[src/rtl/uart_tx_frame.sv]
// rtl/uart_tx_frame.sv - UART frame transmitter; define UART_TX_PARITY_EN to insert a parity bit
`timescale 1ns/1ps
module uart_tx_frame #(
  parameter int CLKS_PER_BIT = 48,
  parameter int DATA_BITS    = 8,
  parameter int STOP_BITS    = 1,
  parameter int PARITY_ODD   = 0
) (
  input  logic                 clk,
  input  logic                 rst,
  input  logic [DATA_BITS-1:0] data_in,
  input  logic                 valid,
  output logic                 ready,
  output logic                 tx,
  output logic                 busy,
  output logic                 done
);

  localparam int BW = $clog2(CLKS_PER_BIT);
  localparam int IW = $clog2(DATA_BITS);

  localparam logic [BW-1:0] BAUD_LAST = BW'(CLKS_PER_BIT - 1);
  localparam logic [BW-1:0] BAUD_PRE  = BW'(CLKS_PER_BIT - 2);
  localparam logic [IW-1:0] IDX_LAST  = IW'(DATA_BITS - 1);
  localparam logic          STOP_LAST = 1'(STOP_BITS - 1);

  // Reject parameter values the frame format cannot express
  if (CLKS_PER_BIT < 2 || DATA_BITS < 5 || DATA_BITS > 9 ||
      (STOP_BITS != 1 && STOP_BITS != 2) || PARITY_ODD < 0 || PARITY_ODD > 1) begin : g_param_check
    $error("uart_tx_frame: illegal parameter value");
  end

`ifdef UART_TX_PARITY_EN
  typedef enum logic [2:0] {
    S_IDLE   = 3'd0,
    S_START  = 3'd1,
    S_DATA   = 3'd2,
    S_PARITY = 3'd3,
    S_STOP   = 3'd4
  } state_t;
`else
  typedef enum logic [2:0] {
    S_IDLE  = 3'd0,
    S_START = 3'd1,
    S_DATA  = 3'd2,
    S_STOP  = 3'd4
  } state_t;
`endif

  state_t               state;
  logic [BW-1:0]        baud_cnt;
  logic [IW-1:0]        bit_idx;
  logic                 stop_idx;
  logic [DATA_BITS-1:0] shreg;
`ifdef UART_TX_PARITY_EN
  logic                 par_bit;
`endif

  logic baud_wrap;
  logic last_stop;
  logic accept;

  // Bit-period wrap, final-stop-bit detect and the handshake; ready reopens in the very
  // last stop cycle so a waiting word starts its start bit with no idle gap
  always_comb begin
    baud_wrap = (baud_cnt == BAUD_LAST);
    last_stop = (state == S_STOP) && (stop_idx == STOP_LAST);
    ready     = !rst && ((state == S_IDLE) || (last_stop && baud_wrap));
    accept    = valid && ready;
  end

  // Frame sequencer: every output changes on the edge that starts the bit it describes
  always_ff @(posedge clk) begin
    if (rst) begin
      state    <= S_IDLE;
      baud_cnt <= '0;
      bit_idx  <= '0;
      stop_idx <= 1'b0;
      shreg    <= '0;
      tx       <= 1'b1;
      busy     <= 1'b0;
      done     <= 1'b0;
`ifdef UART_TX_PARITY_EN
      par_bit  <= 1'b0;
`endif
    end else begin
      done <= 1'b0;
      if (accept) begin
        state    <= S_START;
        baud_cnt <= '0;
        bit_idx  <= '0;
        stop_idx <= 1'b0;
        shreg    <= data_in;
        tx       <= 1'b0;
        busy     <= 1'b1;
`ifdef UART_TX_PARITY_EN
        // Parity is taken from the word as accepted, before any shifting
        par_bit  <= (^data_in) ^ (PARITY_ODD != 0);
`endif
      end else begin
        case (state)
          S_IDLE: begin
            tx       <= 1'b1;
            busy     <= 1'b0;
            baud_cnt <= '0;
          end
          default: begin
            baud_cnt <= baud_wrap ? '0 : baud_cnt + 1'b1;
            // Raised one cycle early so the pulse lands on the frame's final cycle
            if (last_stop && (baud_cnt == BAUD_PRE)) begin
              done <= 1'b1;
            end
            if (baud_wrap) begin
              case (state)
                S_START: begin
                  state <= S_DATA;
                  tx    <= shreg[0];
                  shreg <= shreg >> 1;
                end
                S_DATA: begin
                  if (bit_idx == IDX_LAST) begin
`ifdef UART_TX_PARITY_EN
                    state <= S_PARITY;
                    tx    <= par_bit;
`else
                    state <= S_STOP;
                    tx    <= 1'b1;
`endif
                  end else begin
                    bit_idx <= bit_idx + 1'b1;
                    tx      <= shreg[0];
                    shreg   <= shreg >> 1;
                  end
                end
`ifdef UART_TX_PARITY_EN
                S_PARITY: begin
                  state <= S_STOP;
                  tx    <= 1'b1;
                end
`endif
                S_STOP: begin
                  if (last_stop) begin
                    state <= S_IDLE;
                    tx    <= 1'b1;
                    busy  <= 1'b0;
                  end else begin
                    stop_idx <= stop_idx + 1'b1;
                  end
                end
                default: begin
                  state <= S_IDLE;
                  tx    <= 1'b1;
                  busy  <= 1'b0;
                end
              endcase
            end
          end
        endcase
      end
    end
  end

endmodule

[config.mk]
export PLATFORM = sky130hd
export DESIGN_NAME = uart_tx_frame
export DESIGN_NICKNAME = d
export VERILOG_FILES = /design/src/rtl/uart_tx_frame.sv
export SDC_FILE = /design/constraint.sdc
export NUM_CORES = 1
export LEC_CHECK = 0
export ABC_CLOCK_PERIOD_IN_PS = 4500
export BUFFER_PORTS_ARGS = -buffer_cell sky130_fd_sc_hd__buf_2
export CAP_MARGIN = 10
export CORE_ASPECT_RATIO = 0.9
export CORE_MARGIN = 10
export CORE_UTILIZATION = 45
export DETAILED_ROUTE_END_ITERATION = 12
export GPL_TIMING_DRIVEN = 1
export PLACE_DENSITY = 0.62
export SYNTH_ARGS = -nofsm -noshare
export SYNTH_HDL_FRONTEND = slang
export SYNTH_SLANG_ARGS = --single-unit
[constraint.sdc]
create_clock -name clk -period 4.5 [get_ports clk]
set_input_delay 0.675 -clock clk [delete_from_list [all_inputs] [get_ports clk]]
set_output_delay 0.675 -clock clk [all_outputs]
set_load 0.01 [all_outputs]
Word level (Yosys, flattened, before mapping) --
Index checks and enable logic that the tools add are counted.
Word-level totals: bits in registers 24, input bits 11, output and inout port bits 4, word-level logic and storage cells 75
Cells by class: $add $sub $neg 3, equal/unequal tests 14, muxes and demuxes 23, bitwise gates (word level) 4, reduce and logical (&&, ||, !) cells 22
Operator list (number):
- 8-bit two-way mux | 4
- 4-bit AND reduction | 5
- 8-bit case mux with 2 select lines | 1
- 1-bit two-way mux | 13
- 6-bit == test, second input constant | 2
- 3-bit inequality test, second input constant | 3
- 3-bit case mux with 3 select lines | 1
- 6-bit by 1-bit adder with 6-bit output, second input constant | 1
- 3-bit == test, second input constant | 2
- 3-bit two-way mux | 2
- 2-bit inequality test, second input constant | 3
- 3-bit nonzero test | 2
- 1-bit logical AND | 5
- 4-bit by 3-bit inequality test with 1-bit output, second input constant | 1
- 1-bit NOT | 4
- 2-bit OR reduction | 2
- 4-bit OR reduction | 1
- 3-bit by 1-bit adder with 3-bit output, second input constant | 1
- 3-bit by 1-bit == test with 1-bit output, second input constant | 1
- 3-bit by 2-bit == test with 1-bit output, second input constant | 1
- 3-bit zero test | 1
- 3-bit by 1-bit inequality test with 1-bit output, second input constant | 1
- 1-bit case mux with 3 select lines | 1
- 3-bit AND reduction | 1
- 7 further kinds | 7

Longest topological paths before layout --
depth after elaboration 8, depth in mapped cells 6, gate-level depth less buffers 6

Worst setup path after synthesis --
Ideal clock, no wire load.
path kind register -> register, start register bit_idx[0], end register shreg[1], library setup time 0.122 ns, arrival 1.843 ns, data required time 4.378 ns, setup slack 2.536 ns, cell stages (with the launch flop) 7, path buffers 0, clock period less this slack 1.964 ns, path through dfxtp_1 ha_1 ha_1 or4b_4 a211oi_4 nor3_2 a221o_1
On the way: cells in the longest elaborated chain, start to end 3
Ends and longest elaborated chain:
- start, declared | RTL line 52 | logic [IW-1:0] bit_idx;
- start signal, assigned | RTL line 130 | bit_idx <= bit_idx + 1'b1;
- 3-bit == test | RTL line 121 | if (bit_idx == IDX_LAST) begin
- 3-bit inequality test (no source line)
- 4-bit AND reduction (no source line)
- end signal, assigned | RTL line 93 | shreg <= data_in;
- end signal, assigned | RTL line 118 | shreg <= shreg >> 1;
- end signal, assigned | RTL line 132 | shreg <= shreg >> 1;
- end, declared | RTL line 54 | logic [DATA_BITS-1:0] shreg;
No other way between the ends. A chain may end at the register's enable or synchronous reset.

Worst setup path after layout --
start register baud_cnt[0], end output ready
On the way: cells in the longest elaborated chain, start to end 4
Ends and longest elaborated chain:
- start, declared | RTL line 51 | logic [BW-1:0] baud_cnt;
- start signal, assigned | RTL line 108 | baud_cnt <= baud_wrap ? '0 : baud_cnt + 1'b1;
- 6-bit == test | RTL line 66 | baud_wrap = (baud_cnt == BAUD_LAST);
- 1-bit logical AND | RTL line 68 | ready = !rst && ((state == S_IDLE) || (last_stop && baud_wrap));
- 1-bit logical OR | RTL line 68
- 1-bit logical AND | RTL line 68
- end, declared | RTL line 13 | output logic ready,
No other way between the ends.

==> qor.yml <==
critical_path:
  crit_required_ps: 3830
  cp_max_fo: 7
  cp-start-kind: "flip-flop"
  cp_data_arrival_time_ps: 1750
  cp-end-kind: "primary output"
  rrSetupSlack_ps: 2350
  slowest_delay_ps: 390
  path_delay_family: "simple AND/OR/NAND/NOR gates"
  path_cells: "ha_1 > nand3_1 > nor2_1 > a21oi_1 > nor2_1 > buf_2"
  critPathKind: "reg2out"
  cp_num_buf_inv: 1
  cp_common_cell: "nor2_1"
  cp_slowest_cell: "dfxtp_1"
global_routing:
  grt_max_degree: 15
  grt_most_used_layer: "met1"
  grt.overflow.total: 0
  antenna_found_initial: 0
  grt_pass1_wl_um: 3970
  grt_use_met3_pct: 4.99
  grtUsageTotal_pct: 9.91
  grt_use_met2_pct: 13.3
  grt_pass1_vias: 847
  met1_usage_pct: 13.7
sta:
  fin_worst_skew_ps: 1.20
  slew_headroom_pct: 65.8
  finalSetupTns_ps: 0
  setup_violations: 0
  fin_crit_sh_pct: 53.9
  period_needed_ps: 2430
  finalHoldViolCount: 0
  hold_slack_ps: 482
  fin_ws_ps: 2070
  tightest_slew_ps: 510
  rsz0062_at_grt: "no"
  finalMaxSlewViolations: 0
  max_freq_mhz: 412
route:
  antenna_left: 0
  drt-wirelength-per-cell_um: 14.4
  vias_per_cell: 5.70
  drc: 0
  drt-pass1-iter-count: 6
  vias: 952
  drt-total-wl_um: 2400
  drt_iter0_drc: 79
logic_synthesis:
  ys_seq_area_share_pct: 40.8
  syn_inst: 128
  synth_compound_area_share_pct: 20.5
  synth_top_family_by_area: "simple AND/OR/NAND/NOR gates"
  yosysUniqueCellTypes: 41
  synth_xor_area_share_pct: 3.72
  ys_async_sr_fraction_pct: 0
  synth-simple-area-share_pct: 25.5
  synth_area_sq_um: 1180
  synth-edff-count: 0
  synthMuxAreaShare_pct: 0.849
  synth_ff_type: "dfxtp_1"
  yosysWarnings: 0
  ys_seq_elements: 24
  synth_adder_area_share_pct: 4.25
  syn_nets: 143
  syn_area_per_cell_sq_um: 9.21
power_and_ir_drop:
  power_w: 0.000357
  leakage_nw: 0.491
  ir_drop_mv: 0.242
  power_density_nw_per_um2: 280
  power.share.clock_pct: 25.7
  p_int_w: 0.000269
  seqPwrFrac_pct: 63.6
  combPwrFrac_pct: 10.7
  p_sw_w: 0.0000872
  switching_share_pct: 24.5
floorplanning:
  start_util_pct: 47.4
  design.core.area_sq_um: 2490
  die_area_sq_um: 5070
  ios: 15
  fp.dieH_um: 68.6
  die_w_um: 73.9
  row_count: 17
cts:
  cts_post_setup_buffers_inserted: 0
  cts_buffers: 3
  ctsHoldBuffers: 0
  clk_latency_ps: 310
  clock-sinks: 24
  cts_buffer_depth: 2
  cts_tree: "done"
  cts-resized-gates: 0
  cts-root-buf: "clkbuf_4"
  h-tree-depth: 1
  clk_pin_slew_ps: 120
hold_path:
  hp-class: "reg2reg"
final_layout:
  final_cell_mix: "dfxtp_1, buf_2, nor2_1"
  drive_above_1_share_pct: 18.7
  nets: 156
  final_design_area_no_fill_sq_um: 1270
  syn2layout_area_growth_pct: 7.96
  diodes: 0
  layout_commonest_cell: "dfxtp_1"
place:
  hpwlAfterDp_um: 1850
  place_area_sq_um: 1250
  pre_cts_slack_ps: 2310
  io_buffer_count: 14
  gp_congestion: 0.814
flow_run:
  cap_violations: 0
outcome:
  status: "completed"
-- through the flow --
stage                     cells  utilization (%)
after floorplan             128                -
after global placement      164             50.2
after detailed placement    164             50.2
after CTS                   167             51.1
after global routing        167             51.1
final                       167             51.1
-- worst register-to-register path, cell delays in order (launching register included) --
cell      delay (ps)
dfxtp_1          350
ha_1             240
and3_1           270
a41oi_2          410
nand2_1          300
a311oi_1         460
-- cells by family (layout without fill, tap and decap cells) --
logic type / Yosys count / in the layout
AOI/OAI and AO/OA: 30 / 30
buffers and inverters: 11 / 22
DFF: 24 / 24
xor gates and xnor gates: 5 / 5
adders and majority gates: 4 / 4
muxes: 1 / 1
and+or+nand+nor: 53 / 53
-- flip-flops by register name (all words and copies together) (netlist names) --
name and cells:
baud_cnt 6, state 3, busy 1, tx 1, bit_idx 3, stop_idx 1, shreg 8, done 1
-- synth_stat cells, types with 2 or more instances --
library cell	instances	share of area [%]
inv_1	5	1.6
nor3_1	5	2.1
nor2_1	13	4.1
xnor2_1	4	3.0
ha_1	4	4.2
and3_1	7	3.7
a21oi_1	9	3.8
clkbuf_1	2	0.64
a221o_1	7	5.9
nand3_1	2	0.85
buf_2	2	0.85
nand2b_1	2	1.1
o21ai_0	4	1.7
nand3b_1	2	1.3
dfxtp_1	24	41
nand2_1	11	3.5
-- worst paths after layout --
check,from,endpoint,cells after the start
worst min register to register,baud_cnt[0]$_SDFF_PP0_,baud_cnt[0]$_SDFF_PP0_,1
worst max register to register,baud_cnt[0]$_SDFF_PP0_,stop_idx$_SDFFE_PP0P_,5
worst min-delay path,baud_cnt[0]$_SDFF_PP0_,baud_cnt[0]$_SDFF_PP0_,1
worst max-delay path,baud_cnt[0]$_SDFF_PP0_,ready,6
-- power groups by stage --
stage / sequential, W / clock, W / combinational, W
2_1_floorplan: 0.000230 / 0 / 0.0000275
3_3_place_gp: 0.000232 / 0 / 0.0000376
3_5_place_dp: 0.000232 / 0 / 0.0000381
4_1_cts: 0.000227 / 0.0000971 / 0.0000381
5_1_grt: 0.000228 / 0.000104 / 0.0000431
6_report: 0.000227 / 0.0000915 / 0.0000381
-- cell type report --
cell class                 count  area, sq um
multi-input combinational     93          646
sequential                    24          480
clock buffer                   3         22.5
tap                           28         35.0
fill                         250         1220
timing repair buffer          14         70.1
inverter                       5         18.8
-- per-layer routing --
layer	routed length, um	vias up
li1	-	492
met1	1200	429
met2	961	29
met3	230	2
met4	11	0
met5	0	-
Note: power is estimated with default switching activity, not from simulation.
